$ cat config.mk
export PLATFORM = sky130hd
export DESIGN_NAME = substractor_4bit
export DESIGN_NICKNAME = d
export VERILOG_FILES = /design/src/rtl/alu_pkg.sv /design/src/rtl/full_substractor.sv /design/src/rtl/substractor_4bit.sv
export SDC_FILE = /design/constraint.sdc
export NUM_CORES = 1
export LEC_CHECK = 0
export CAP_MARGIN = 20
export CORE_AREA = 3 3 40 42
export DETAILED_ROUTE_END_ITERATION = 16
export DIE_AREA = 0 0 43 45
export PLACE_DENSITY = 0.54
export SLEW_MARGIN = 40
export SYNTH_ARGS = -nofsm -noshare
export SYNTH_HDL_FRONTEND = slang
export SYNTH_SLANG_ARGS = --single-unit
$ cat constraint.sdc
create_clock -name i_clk -period 2.26 [get_ports i_clk]
set_input_delay 0.339 -clock i_clk [delete_from_list [all_inputs] [get_ports i_clk]]
set_output_delay 0.339 -clock i_clk [all_outputs]
set_load 0.02 [all_outputs]
$ cat src/rtl/alu_pkg.sv
// Shared definitions for the gate-level ALU datapath.
package alu_pkg;
  localparam int SUB_WIDTH = 4;

  // {borrow, diff} packed so the whole subtract result moves as one value.
  typedef logic [SUB_WIDTH:0] sub_result_t;
endpackage

$ cat src/rtl/full_substractor.sv
// One-bit full subtractor cell: d = a - b - bin, with borrow-out.
module full_substractor (
  input  logic a,
  input  logic b,
  input  logic bin,
  output logic d,
  output logic bout
);
  assign d    = a ^ b ^ bin;
  assign bout = (~a & b) | (~(a ^ b) & bin);
endmodule

$ cat src/rtl/substractor_4bit.sv
// 4-bit ripple-borrow subtractor with a combinational result and a
// registered copy of it for pipelined ALU paths.
module substractor_4bit
  import alu_pkg::*;
(
  input  logic                 i_clk,
  input  logic                 i_rst,
  input  logic [SUB_WIDTH-1:0] i_op1,
  input  logic [SUB_WIDTH-1:0] i_op2,
  input  logic                 i_borrow,
  output logic [SUB_WIDTH-1:0] o_sub,
  output logic                 o_borrow,
  output logic [SUB_WIDTH-1:0] o_sub_q,
  output logic                 o_borrow_q
);
  // bor[k] is the borrow into bit k; bor[SUB_WIDTH] leaves the MSB cell.
  logic [SUB_WIDTH:0]   bor;
  logic [SUB_WIDTH-1:0] diff;
  sub_result_t          res_d, res_q;

  assign bor[0] = i_borrow;

  for (genvar k = 0; k < SUB_WIDTH; k++) begin : g_cell
    full_substractor u_fs (
      .a    (i_op1[k]),
      .b    (i_op2[k]),
      .bin  (bor[k]),
      .d    (diff[k]),
      .bout (bor[k+1])
    );
  end

  assign res_d    = {bor[SUB_WIDTH], diff};
  assign o_sub    = res_d[SUB_WIDTH-1:0];
  assign o_borrow = res_d[SUB_WIDTH];

  // Capture the combinational result each edge; reset clears only this copy.
  always_ff @(posedge i_clk) begin
    if (i_rst) res_q <= '0;
    else       res_q <= res_d;
  end

  assign o_sub_q    = res_q[SUB_WIDTH-1:0];
  assign o_borrow_q = res_q[SUB_WIDTH];
endmodule

==> results of run 1 <==
-- power groups by stage --
stage / registers, mW / clock network (mW) / logic [mW]
after CTS: 0.101 / 0.105 / 0.138
after detailed placement: 0.102 / 0 / 0.140
after floorplan: 0.116 / 0 / 0.0685
final: 0.101 / 0.0993 / 0.135
after global routing: 0.102 / 0.110 / 0.146
after global placement: 0.102 / 0 / 0.139
-- final timing paths --
kind / startpoint / endpoint / depth (start not counted)
max: i_borrow / o_sub[3] / 9
min: i_op1[0] / res_q[0]$_SDFF_PP0_ / 3
-- synthesized netlist by cell type (all sizes together) --
| library cell | n | area, um2 |
|---|---|---|
| inv | 10 | 37.5 |
| dfxtp | 5 | 100 |
| buf | 4 | 30.0 |
| fa | 4 | 80.1 |
| nor2 | 3 | 11.3 |
| nor2b | 2 | 12.5 |
-- kinds of logic (layout without fill, tap and decap cells) --
group                      Yosys count  after routing  synth area share [%]
and+or+nand+nor                      5              5                  8.75
DFF                                  5              5                  36.9
buffers and inverters               14             36                  24.9
adders and majority gates            4              4                  29.5
-- metal layers --
metal / track usage, % / part of all wire (%) / up-vias
met2: 8.38 / 58 / 13
met4: 10.8 / 0 / 0
met5: 0 / 0 / -
met1: 4.94 / 31 / 82
met3: 0 / 11 / 0
li1: - / - / 113
-- critical path: stages --
cell and delay, ns:
buf_6 0.09, inv_4 0.04, fa_2 0.19, inv_2 0.04, fa_2 0.33, fa_2 0.34
inv_2 0.06, fa_2 0.44, buf_6 0.14
-- layout make-up --
| class | instances | area [um2] |
|---|---|---|
| clock buffers | 4 | 26.3 |
| fillers | 148 | 783 |
| inverters | 10 | 40.0 |
| multi-input cells | 9 | 114 |
| flip-flops and latches | 5 | 100 |
| well taps | 15 | 18.8 |
| repair buffers | 22 | 203 |
-- what timing repair did --
item	in CTS	in global routing
setup endpoints to repair	6	2
resized for setup	37	1
pin swaps	4	3
hold buffers	0	0
-- stage by stage --
| stage | TNS (ns) | utilization [%] |
|---|---|---|
| after detailed placement | -3.48 | 37.2 |
| final | -0.0932 | 39.0 |
| after global placement | -3.31 | 37.2 |
| after floorplan | 0 | - |
| after CTS | -0.207 | 38.9 |
| after global routing | -0.146 | 39.0 |
==> metrics, run 1 <==
Fmax achieved=425 MHz; Final #Nets=66; die width=43 um; Top-Level Pins=21; DR vias=208; fin crit share=104%; warning count from the yosys run=0; Reg clk slew, reported paths=0.04 ns; Slew HR=85.8%; max_cap viols=0; Fin. Hold Viols=0; initial antenna violation count=0; setup ws final=-0.0932 ns; status=finished, violations left; Setup violations, final=1; worst hold path type=primary input to flop; Area Overhead vs Synth=84.8%; CP endpoint kind=primary output; Initial Utilization=21.1%; Hold WS=0.570 ns; fin. max-slew vios=0; Mapped Nets=43; drt pass-1 iters=1; final instance area=502 um2; placed cells=61; RD Place Congestion=0.593; Final min period=2.35 ns; TritonCTS clock tree=done; sequential share of power=30.1%; first-pass GRT wire length=676 um; Antenna Cells=0; antenna viol nets, final=0; Seq/Total Area, Yosys=36.9%; clk sinks=5; crit path DAT=2.01 ns; Setup crit start kind=primary input; GRT Util Overall=5.54%; post-synth cell types=6; sw frac=29.3%; commonest cells after routing, fill and taps aside=clkdlybuf4s50_1, inv_1, dfxtp_1; Initial DRC Count=0; Tot Pwr=0.334 mW; most common library cell in the layout ignoring fill and taps=clkdlybuf4s50_1; Cell Area, Synth=272 um2; pre-CTS WS=-0.947 ns; power share of the combinational group=40.2%; Post-DP HPWL=438 um; largest net degree at the start of global routing=6; Cell Area, Placed=478 um2; Routed WL per cell=7.31 um; CTS buffer count=3; Row Count=13; setup bufs post-CTS=0; Vias/cell=3.20; total die area=1940 um2; Lkg Pwr=0.240 nW; Regs by FF count=res_q (5); CTS root buffer=clkbuf_4; Max rail drop VDD=0.168 mV; CP max FO=2; fin cells=65; drt total wl=475 um; Max Buffers Root-to-Sink=2; Largest register FFs=5; share of cells above drive strength 1=38.0%; failing checks=negative setup slack; vias in the first global route=200; power per cell area=667 nW/um2; Largest Register=res_q; drt drc=0; # port buffers=20; Clock Power Share=29.7%; Synth Register Bits=5; core area=1280 um2; CP required=1.92 ns; Switch Pwr=0.0981 mW; Avg Cell Area, Syn=9.70 um2; die height=45 um; Pint=0.236 mW; Gate Count Post-Synth=28; aggregate global routing overflow=0; CTS HTree Levels=1; unrepaired setup endpoints after global routing=yes; Tightest Pin Transition=0.212 ns; Setup CP Type=primary input to primary output
(Power assumes the default switching activity.)
==> run 2, diff against run 1 <==
--- a/config.mk
+++ b/config.mk
@@ -10,6 +10,7 @@
 export DETAILED_ROUTE_END_ITERATION = 16
 export DIE_AREA = 0 0 43 45
 export PLACE_DENSITY = 0.54
+export SKIP_LAST_GASP = 1
 export SLEW_MARGIN = 40
 export SYNTH_ARGS = -nofsm -noshare
 export SYNTH_HDL_FRONTEND = slang
==> results of run 2 <==
Same layout as run 1: the final DEF is identical, and so are final timing and power.
